**src/rtl/imm_decode_stage_if.sv**
```systemverilog
// ============================================================================
// Module   : imm_decode_stage_if
// Brief    : Fetch-side and register-read-side handshakes of imm_decode_stage.
// Revision : 1.0 - initial release
// ============================================================================
`default_nettype none

interface imm_decode_stage_if #(
    parameter int XLEN  = 32,
    parameter int CNT_W = 8
);
    logic             in_valid;
    logic             in_ready;
    logic [31:0]      instr;
    logic             out_valid;
    logic             out_ready;
    logic [31:0]      out_instr;
    logic [XLEN-1:0]  imm;
    logic [2:0]       fmt;
    logic             illegal;
    logic [CNT_W-1:0] illegal_count;

    modport slave (
        input  in_valid, instr, out_ready,
        output in_ready, out_valid, out_instr, imm, fmt, illegal, illegal_count
    );

    modport master (
        output in_valid, instr, out_ready,
        input  in_ready, out_valid, out_instr, imm, fmt, illegal, illegal_count
    );
endinterface

`default_nettype wire

```
**src/rtl/imm_decode_stage.sv**
```systemverilog
// ============================================================================
// Module   : imm_decode_stage
// Brief    : Registered RV32/RV64 immediate decoder behind a 2-entry skid FIFO.
// Revision : 1.0 - initial release
// ============================================================================
`default_nettype none

module imm_decode_stage #(
    parameter int XLEN  = 32,
    parameter int CNT_W = 8
) (
    input  wire logic          clk,
    input  wire logic          rst,
    imm_decode_stage_if.slave  bus
);
    localparam logic [2:0]       c_FMT_R   = 3'd0;
    localparam logic [2:0]       c_FMT_I   = 3'd1;
    localparam logic [2:0]       c_FMT_S   = 3'd2;
    localparam logic [2:0]       c_FMT_B   = 3'd3;
    localparam logic [2:0]       c_FMT_U   = 3'd4;
    localparam logic [2:0]       c_FMT_J   = 3'd5;
    localparam logic [2:0]       c_FMT_Z   = 3'd6;
    localparam logic [2:0]       c_FMT_ILL = 3'd7;
    localparam logic [CNT_W-1:0] c_CNT_MAX = {CNT_W{1'b1}};

    logic [6:0]      w_op;
    logic [2:0]      w_fmt;
    logic [XLEN-1:0] w_imm;
    logic            w_push;
    logic            w_pop;

    logic [1:0]       r_count;
    logic             r_live;
    logic [31:0]      r_instr [2];
    logic [XLEN-1:0]  r_imm   [2];
    logic [2:0]       r_fmt   [2];
    logic [CNT_W-1:0] r_ill_cnt;

    assign w_op = bus.instr[6:0];

    always_comb begin
        w_fmt = c_FMT_ILL;
        w_imm = '0;
        case (w_op)
            7'b0010011, 7'b0000011, 7'b1100111: begin
                w_fmt = c_FMT_I;
                w_imm = XLEN'($signed(bus.instr[31:20]));
            end
            7'b1110011: begin
                if (bus.instr[14]) begin
                    w_fmt = c_FMT_Z;
                    w_imm = XLEN'(bus.instr[19:15]);
                end else begin
                    w_fmt = c_FMT_I;
                    w_imm = XLEN'($signed(bus.instr[31:20]));
                end
            end
            7'b0100011: begin
                w_fmt = c_FMT_S;
                w_imm = XLEN'($signed({bus.instr[31:25], bus.instr[11:7]}));
            end
            7'b1100011: begin
                w_fmt = c_FMT_B;
                w_imm = XLEN'($signed({bus.instr[31], bus.instr[7], bus.instr[30:25],
                                       bus.instr[11:8], 1'b0}));
            end
            7'b0110111, 7'b0010111: begin
                w_fmt = c_FMT_U;
                w_imm = XLEN'($signed({bus.instr[31:12], 12'b0}));
            end
            7'b1101111: begin
                w_fmt = c_FMT_J;
                w_imm = XLEN'($signed({bus.instr[31], bus.instr[19:12], bus.instr[20],
                                       bus.instr[30:21], 1'b0}));
            end
            7'b0110011: begin
                w_fmt = c_FMT_R;
            end
            default: begin
                w_fmt = c_FMT_ILL;
            end
        endcase
    end

    // r_live holds in_ready low for one cycle after reset releases
    assign bus.in_ready      = r_live & ~rst & (r_count != 2'd2);
    assign bus.out_valid     = (r_count != 2'd0);
    assign bus.out_instr     = r_instr[0];
    assign bus.imm           = r_imm[0];
    assign bus.fmt           = r_fmt[0];
    assign bus.illegal       = (r_fmt[0] == c_FMT_ILL);
    assign bus.illegal_count = r_ill_cnt;

    assign w_push = bus.in_valid & bus.in_ready;
    assign w_pop  = bus.out_valid & bus.out_ready;

    // Entry 0 is always the head, so outputs come straight from flops
    always_ff @(posedge clk) begin
        if (rst) begin
            r_count    <= 2'd0;
            r_live     <= 1'b0;
            r_instr[0] <= '0;
            r_instr[1] <= '0;
            r_imm[0]   <= '0;
            r_imm[1]   <= '0;
            r_fmt[0]   <= c_FMT_R;
            r_fmt[1]   <= c_FMT_R;
            r_ill_cnt  <= '0;
        end else begin
            r_live <= 1'b1;
            case (r_count)
                2'd0: begin
                    if (w_push) begin
                        r_instr[0] <= bus.instr;
                        r_imm[0]   <= w_imm;
                        r_fmt[0]   <= w_fmt;
                        r_count    <= 2'd1;
                    end
                end
                2'd1: begin
                    if (w_push && w_pop) begin
                        r_instr[0] <= bus.instr;
                        r_imm[0]   <= w_imm;
                        r_fmt[0]   <= w_fmt;
                    end else if (w_push) begin
                        r_instr[1] <= bus.instr;
                        r_imm[1]   <= w_imm;
                        r_fmt[1]   <= w_fmt;
                        r_count    <= 2'd2;
                    end else if (w_pop) begin
                        r_count    <= 2'd0;
                    end
                end
                2'd2: begin
                    if (w_pop) begin
                        r_instr[0] <= r_instr[1];
                        r_imm[0]   <= r_imm[1];
                        r_fmt[0]   <= r_fmt[1];
                        r_count    <= 2'd1;
                    end
                end
                default: begin
                    r_count <= 2'd0;
                end
            endcase
            if (w_pop && (r_fmt[0] == c_FMT_ILL) && (r_ill_cnt != c_CNT_MAX)) begin
                r_ill_cnt <= r_ill_cnt + 1'b1;
            end
        end
    end
endmodule

`default_nettype wire

```
**src/flat_wrapper.sv**
```systemverilog
// flat-port wrapper written by rule: the top's interface ports become plain ports
module imm_decode_stage_flat 
#(
    parameter int XLEN  = 32,
    parameter int CNT_W = 8
)
  (clk, rst, bus_in_valid, bus_instr, bus_out_ready, bus_in_ready, bus_out_valid, bus_out_instr, bus_imm, bus_fmt, bus_illegal, bus_illegal_count);
  imm_decode_stage_if #(.XLEN(XLEN), .CNT_W(CNT_W)) bus_i ();
  input  wire logic clk;
  input  wire logic rst;
  input wire logic [$bits(bus_i.in_valid)-1:0] bus_in_valid;
  input wire logic [$bits(bus_i.instr)-1:0] bus_instr;
  input wire logic [$bits(bus_i.out_ready)-1:0] bus_out_ready;
  output wire logic [$bits(bus_i.in_ready)-1:0] bus_in_ready;
  output wire logic [$bits(bus_i.out_valid)-1:0] bus_out_valid;
  output wire logic [$bits(bus_i.out_instr)-1:0] bus_out_instr;
  output wire logic [$bits(bus_i.imm)-1:0] bus_imm;
  output wire logic [$bits(bus_i.fmt)-1:0] bus_fmt;
  output wire logic [$bits(bus_i.illegal)-1:0] bus_illegal;
  output wire logic [$bits(bus_i.illegal_count)-1:0] bus_illegal_count;
  assign bus_i.in_valid = bus_in_valid;
  assign bus_i.instr = bus_instr;
  assign bus_i.out_ready = bus_out_ready;
  assign bus_in_ready = bus_i.in_ready;
  assign bus_out_valid = bus_i.out_valid;
  assign bus_out_instr = bus_i.out_instr;
  assign bus_imm = bus_i.imm;
  assign bus_fmt = bus_i.fmt;
  assign bus_illegal = bus_i.illegal;
  assign bus_illegal_count = bus_i.illegal_count;
  imm_decode_stage #(.XLEN(XLEN), .CNT_W(CNT_W)) u_core (.clk(clk), .rst(rst), .bus(bus_i));
endmodule
```
**config.mk**
```make
export PLATFORM = sky130hd
export DESIGN_NAME = imm_decode_stage_flat
export DESIGN_NICKNAME = d
export VERILOG_FILES = /design/src/rtl/imm_decode_stage_if.sv /design/src/rtl/imm_decode_stage.sv /design/src/flat_wrapper.sv
export SDC_FILE = /design/constraint.sdc
export NUM_CORES = 1
export LEC_CHECK = 0
export ABC_AREA = 1
export BUFFER_PORTS_ARGS = -buffer_cell sky130_fd_sc_hd__buf_2
export CAP_MARGIN = 20
export CORE_MARGIN = 4
export CORE_UTILIZATION = 45
export DETAILED_ROUTE_END_ITERATION = 7
export GPL_TIMING_DRIVEN = 0
export PLACE_DENSITY_LB_ADDON = 0.15
export SLEW_MARGIN = 10
export SYNTH_ARGS = -nofsm -noshare
export SYNTH_HDL_FRONTEND = slang
export SYNTH_SLANG_ARGS = --single-unit
```
**constraint.sdc**
```tcl
create_clock -name clk -period 8.24 [get_ports clk]
set_input_delay 0.412 -clock clk [delete_from_list [all_inputs] [get_ports clk]]
set_output_delay 0.412 -clock clk [all_outputs]
set_load 0.03 [all_outputs]
```
Word level (Yosys, flattened, before mapping) --
Memories as Yosys holds them, arrays and structs flattened. Index checks and enable logic that the tools add are counted.
Operators by class: equality and inequality tests 19, muxes and demuxes 41, reduce and logical (&&, ||, !) cells 8, $add $sub $neg 1, bitwise logic cells 17
Operators with widths (count):
- 2-to-1 mux 32 bit | 9
- one-hot mux 32 bit (6 select lines) | 1
- equality test 7 bit, second input constant | 4
- equality test 7 x 6 -> 1 bit, second input constant | 3
- one-hot mux 3 bit (7 select lines) | 1
- 2-to-1 mux 1 bit | 19
- 2-to-1 mux 3 bit | 5
- equality test 7 x 5 -> 1 bit, second input constant | 2
- OR 1 bit | 12
- 2-to-1 mux 2 bit | 5
- adder 8 x 1 -> 8 bit, second input constant | 1
- inequality test 8 bit, second input constant | 1
- equality test 7 x 2 -> 1 bit, second input constant | 1
- one-hot mux 2 bit (3 select lines) | 1
- AND 1 bit | 4
- inequality test 2 x 1 -> 1 bit, second input constant | 2
- inequality test 2 bit, second input constant | 2
- AND reduction 4 bit | 1
- equality test 3 bit, second input constant | 1
- logical AND 1 bit | 3
- inequality test 3 x 1 -> 1 bit, second input constant | 1
- OR reduction 3 bit | 1
- equality test 2 x 1 -> 1 bit, second input constant | 1
- equality test 2 bit, second input constant | 1
- 4 further kinds | 4
Storage, ports and cells: bits of input ports 36, bits in registers 11, output and inout port bits 78, logic and storage cells 92, memories 3, memory bits (writable) 134
Memory list:
- u_core.r_imm | words 2, width 32, read ports 2, clocked after memory_dff 0, write ports 2, RTL line imm_decode_stage.sv:35 | logic [XLEN-1:0] r_imm [2];
- u_core.r_instr | words 2, width 32, read ports 2, clocked after memory_dff 0, write ports 2, RTL line imm_decode_stage.sv:34 | logic [31:0] r_instr [2];
- u_core.r_fmt | words 2, width 3, read ports 2, clocked after memory_dff 0, write ports 2, RTL line imm_decode_stage.sv:36 | logic [2:0] r_fmt [2];

Logic depth before layout (Yosys ltp) --
Gate-level depths: netlist (run 1).
depth in word-level cells 11, depth in mapped cells 11

Worst setup path before layout (run 1) --
OpenSTA, ideal clock, no wires.
kind register to register, start point register u_core.r_count[1], end point memory u_core.r_fmt[0][0], enable pin, arrival 2416 ps, cell stages (with the launch flop) 8, path slack 4945 ps, period minus slack after synthesis 3295 ps, required time 7361 ps, cell sequence dfxtp_1 > inv_2 > nor2_2 > nor2_4 > nand2_2 > inv_1 > nand2_1 > nand3_1
RTL lines:
- from (decl) | RTL line imm_decode_stage.sv:32 | logic [1:0] r_count;
- from (signal assigned) | RTL line imm_decode_stage.sv:100 | r_count <= 2'd0;
- from (signal assigned) | RTL line imm_decode_stage.sv:117 | r_count <= 2'd1;
- from (signal assigned) | RTL line imm_decode_stage.sv:129 | r_count <= 2'd2;
- to (decl) | RTL line imm_decode_stage.sv:36

==> results of run 1 <==
## path summary, 6_finish.rpt
kind / to / slack [ps] / depth (start not counted)
hold reg to reg: u_core.r_imm[0][17] / 520 / 2
setup / recovery: u_core.r_imm[0][29] / 6200 / 8
hold / removal: u_core.bus.illegal_count[3] / 250 / 2
setup reg to reg: u_core.r_imm[0][29] / 6200 / 8
## area by class of cell
cell class	count	area share (%)
sequential	145	52.5
multi-input combinational	434	24.1
timing repair buffer	115	7.49
clock buffer	19	5.36
inverter	80	3.73
tap	184	2.85
buffer	27	2.17
clock inverter	12	1.76
## cells in the mapped netlist, types with 7 or more instances
master,instances,area [sq um]
a21oi_1,17,85.1
nand2_1,234,878
buf_2,11,55.1
nand2_2,9,56.3
edfxtp_1,134,4020
inv_1,72,270
nand3_1,33,165
dfxtp_1,11,220
inv_2,7,26.3
a21oi_2,8,70.1
o21ai_0,38,190
nor2_1,64,240
## where the power goes
group	total [mW]	internal (mW)	switching [mW]
sequential	0.852	0.842	0.00993
combinational	0.140	0.0341	0.106
clock	0.757	0.469	0.287
## per-layer routing
metal  vias to the layer above  GRT usage (%)  share of wire, %
li1                       2500              -                 -
met1                      2278           25.2                46
met2                       118           30.1                47
met3                        16           5.77               5.9
met4                         2           6.91               1.5
met5                         -              0             0.046
## through the flow
| step | hold WS, ps | utilization (%) | std cells | setup WS (ps) |
|---|---|---|---|---|
| floorplan | 481 | - | 686 | 4950 |
| global placement | 492 | 51.2 | 983 | 3940 |
| detailed placement | 505 | 51.7 | 985 | 5920 |
| CTS | 236 | 55.6 | 1016 | 6200 |
| global route | 244 | 55.6 | 1016 | 6030 |
| finish | 250 | 55.6 | 1016 | 6200 |
## cells by family (layout without fill, tap and decap cells)
kind of cell,Yosys count,in the layout
XOR/XNOR,3,3
AO/OA/AOI/OAI,69,69
adder cells (fa/ha/maj),1,1
flip-flops,145,145
AND/OR/NAND/NOR,361,361
buffers and inverters,107,253
## sequential cells by signal (all words and copies together) (netlist names)
signal / cells
u_core.r_imm: 64
u_core.r_fmt: 6
u_core.r_count: 2
u_core.r_instr: 64
u_core.bus.illegal_count: 8
u_core.r_live: 1
==> run metrics, run 1 <==
Clock Tree Buf Depth 2; crit end category register; Post-Syn Area per Cell 9.70 sq um; Synth Warn # 0; PwrDens 216 mW/mm^2; outcome completed; Max Clk Rate ~490 MHz; family with the most delay on the worst path simple AND/OR/NAND/NOR gates; slowest stage delay, CP between 400 and 500 ps; Total GRT Usage a little under a fifth; Slew Limit Fails 0; antenna diode count 0; WL per Instance about 15 um; Power, Total 1.75 mW; slowest CP cell dfxtp_1; Boundary Pins about 110; highest-count cells in the layout ignoring fill and taps nand2_1 (233), edfxtp_1 (134), buf_2 (124); Layout fillers 1309; Clock Sinks 145; Synthesized Nets 723; Final Hold Fails 0; Final Critical Period 2040 ps; period utilisation layout 24.7%; Netlist Area Pre-Place 0.00665 sq mm; Final Wtd Congestion about 0.93; actual slew at the worst max-slew pin 499 ps; Synth Area in Compound Gates 5.83%; share of synthesized cell area in full adder, half adder and majority cells less than 1%; placed inst area 0.00751 sq mm; post-CTS setup buffer count 0; register area share after synthesis 63.8%; Async SR Flop Fraction 0%; Max VDD drop 0.144 mV; die width 130 um; WP buf/inv 3; later-pin clock latency in the skew report 420 ps; DR iter-0 viols 384; FF/Latch Area between 0.004 and 0.005 sq mm; Post-Synth Simple-Gate Area a little under a quarter; Synth Register Bits 145; Post-CTS Hold Fix Bufs 0; EDFF count, synth 134; static leakage 3.94 nW; post-route cell area 0.00808 sq mm; proportion of synthesized area in mux cells 0%; hold path start rst; main flop type after synthesis edfxtp_1; Pre-Repair DR Iteration Count 5; commonest non-fill, non-tap cell in the layout nand2_1; area of the multi-input gates 0.00195 sq mm; clock-pin slew on the worst setup and hold paths ~60 ps; post-synth cell types 28; min-delay worst type in -> reg; pin count of the biggest net entering global routing 40; H-Tree Level Count 4; # rows 44; critical path launch point u_core.r_count[1]; setup tns final 0 ps; Post-Synth XOR/XNOR Area 0.395%; CP Class reg -> reg; # setup viols final 0; die area 0.0168 sq mm; clk root buf clkbuf_16; CP arrival 2190 ps; DRC viols 0; WP data required 8400 ps; Layout area overhead 21.5%; RSZ-0062 raised after global routing no; initial antenna violation count 1; Routed WL 15300 um; Slew HR 66.7%; clk_skew 12.3 ps; remaining global-route overflow 0; I/O Buffers 113; Max Cap Viol 0; post-cts sizing count 0; Worst R2R Start u_core.r_count[1]; DIE HEIGHT 130 um; CP Launch Type register; Final Net Count 857; largest family of logic cells by synthesized area simple AND/OR/NAND/NOR gates; Vias 4914; clock buffer count from CTS 17; vias per cell 4.84; layout cell share with drive strength beyond 1 24.0%; post-DP HPWL about 11000 um; Synth Instances 686; vias in the first global route 4860; total core area 0.0145 sq mm; CP Cell Sequence inv_2 > nor2_2 > nor2_4 > nand2_2 > inv_1 > nand2_1 > nand3_4 > buf_12; global-route wire length before repair 24400 um; post-route antenna net violation count 0; Critical Path Fanout Max 38; CTS tree done; Initial Util 45.8%
Note: power is estimated with default switching activity, not from simulation.
==> run 2, diff against run 1 <==
Clock period 8.24 ns to 1.8 ns, I/O delays scaled along.
==> run metrics, run 2 (synthesis results as in run 1) <==
Final Critical Period 1700 ps; Slew HR 67.7%; Clock Tree Buf Depth 2; layout cell share with drive strength beyond 1 25.7%; Pre-Repair DR Iteration Count 5; commonest non-fill, non-tap cell in the layout nand2_1; Psw 1.90 mW; Max Clk Rate 589 MHz; hold path start bus_instr[11]; die width about 130 um; Hold Worst Slack 18.9 ps; Routed WL 16000 um; met2 Track Usage GR 31.4%; Max VDD drop 0.653 mV; post-route antenna net violation count 0; PwrDens 1010 mW/mm^2; CP Launch Type register; post-DP HPWL roughly 11000 um; initial antenna violation count 1; Vias 5067; switching share of power around 23%; GRT Max-Usage Layer met2; CP Class reg -> reg; Final Net Count 864; grt met3 use under 10%; global-route wire length before repair 25500 um; total core area 0.0145 sq mm; share of power burned in the clock network 45.5%; period utilisation layout 94.3%; Boundary Pins 114; min-delay worst type in -> reg; clk root buf clkbuf_16; vias in the first global route 4993; die area roughly 0.017 sq mm; Clock Sinks 145; Initial Util between 40% and 50%; crit end category register; clock-pin slew on the worst setup and hold paths 60 ps; RSZ-0062 raised after global routing no; Seq pwr share 46.6%; # setup viols final 0; later-pin clock latency in the skew report 420 ps; CTS tree done; critical path launch point u_core.r_count[1]; Layout area overhead 24.4%; Final Hold Fails 0; grt met1 use 26.7%; P_int approximately 6.5 mW; highest-count cells in the layout ignoring fill and taps nand2_1 (232), edfxtp_1 (134), buf_2 (123); clk_skew 8.83 ps; dpl ws -394 ps; pin count of the biggest net entering global routing 35; DR iter-0 viols 414; CP arrival 1980 ps; Total GRT Usage 19.9%; Slew Limit Fails 0; WL per Instance between 15 and 20 um; slowest CP cell dfxtp_4; FF/Latch Area roughly 0.0042 sq mm; remaining global-route overflow 0; # rows 44; Worst R2R Start u_core.r_count[1]; vias per cell 4.94; setup ws final slightly above 100 ps; I/O Buffers between 100 and 150; Comb pwr share 7.9%; static leakage 4.02 nW; Max Cap Viol 0; DRC viols 0; Critical Path Fanout Max 10; CP Cell Sequence inv_2 > nor2_4 > nand3_2 > inv_2 > clkbuf_4 > buf_4 > nand2_1 > nand2_1; clock buffer count from CTS 17; H-Tree Level Count 4; area of the multi-input gates 0.00206 sq mm; Layout fillers 1295; outcome completed; slowest stage delay, CP 370 ps; WP data required 2080 ps; DIE HEIGHT 130 um; actual slew at the worst max-slew pin 483 ps; Final Wtd Congestion 0.911
run 2: cell count changes in the layout (fill, tap and decap cells not counted), sizes merged:
cell / previous run / this run
clkinvlp: 3 / 4
nand3: 34 / 36
bufinv: 3 / 5
diode: 0 / 1
clkbuf: 24 / 25
dlygate4sd3: 0 / 2
nand2: 243 / 245
clkinv: 7 / 5
run 2: path summary, 6_finish.rpt:
check                          endpoint  slack [ps]  cells after the start
hold reg to reg     u_core.r_imm[0][30]         520                      2
setup / recovery     u_core.r_imm[0][1]         100                      8
setup reg to reg     u_core.r_imm[0][1]         100                      8
hold / removal    u_core.r_instr[1][11]          20                      3
run 2: stage by stage:
step	cell area (sq um)	std cells	TNS [ps]	total power, mW	utilization [%]
after floorplan	6690	686	0	4.37	-
after global placement	7490	983	-25330	4.59	51.5
after detailed placement	7490	983	-34640	4.61	51.5
after CTS	8230	1023	0	8.43	56.6
after global routing	8270	1025	0	8.66	56.9
final	8270	1025	0	8.37	56.9
run 2: routing by layer:
metal	up-vias	wire length (um)
li1	2527	-
met1	2332	7050
met2	184	7520
met3	24	1130
met4	0	329
met5	-	0
run 2: layout make-up:
cell class	instances	area share (%)
clock inverters	13	2.56
well taps	184	2.78
clock buffers	19	5.23
flip-flops and latches	145	51.4
inverters	80	3.64
repair buffers	118	7.35
multi-input cells	438	24.9
plain buffers	27	2.18
diodes	1	0.0302
run 2: what timing repair did:
item                       4_1_cts  5_1_grt
setup endpoints to repair      134       92
hold endpoints to repair         5        0
buffers inserted                 3        0
hold buffers                     2        0
cloned                           3        1
pin swaps                        1        0
resized for setup                5       10
run 2: power by group through the flow:
stage	combinational (mW)	clock, mW	sequential [mW]
after floorplan	0.218	0	4.15
after global placement	0.627	0	3.97
after detailed placement	0.635	0	3.97
after CTS	0.659	3.86	3.90
after global routing	0.718	4.03	3.91
final	0.664	3.81	3.90
run 2: critical path, delay by kind of cell (launching register included):
| kind | cells | cell delay (ps) |
|---|---|---|
| buffers and inverters | 4 | 660 |
| DFF | 1 | 370 |
| and+or+nand+nor | 4 | 520 |
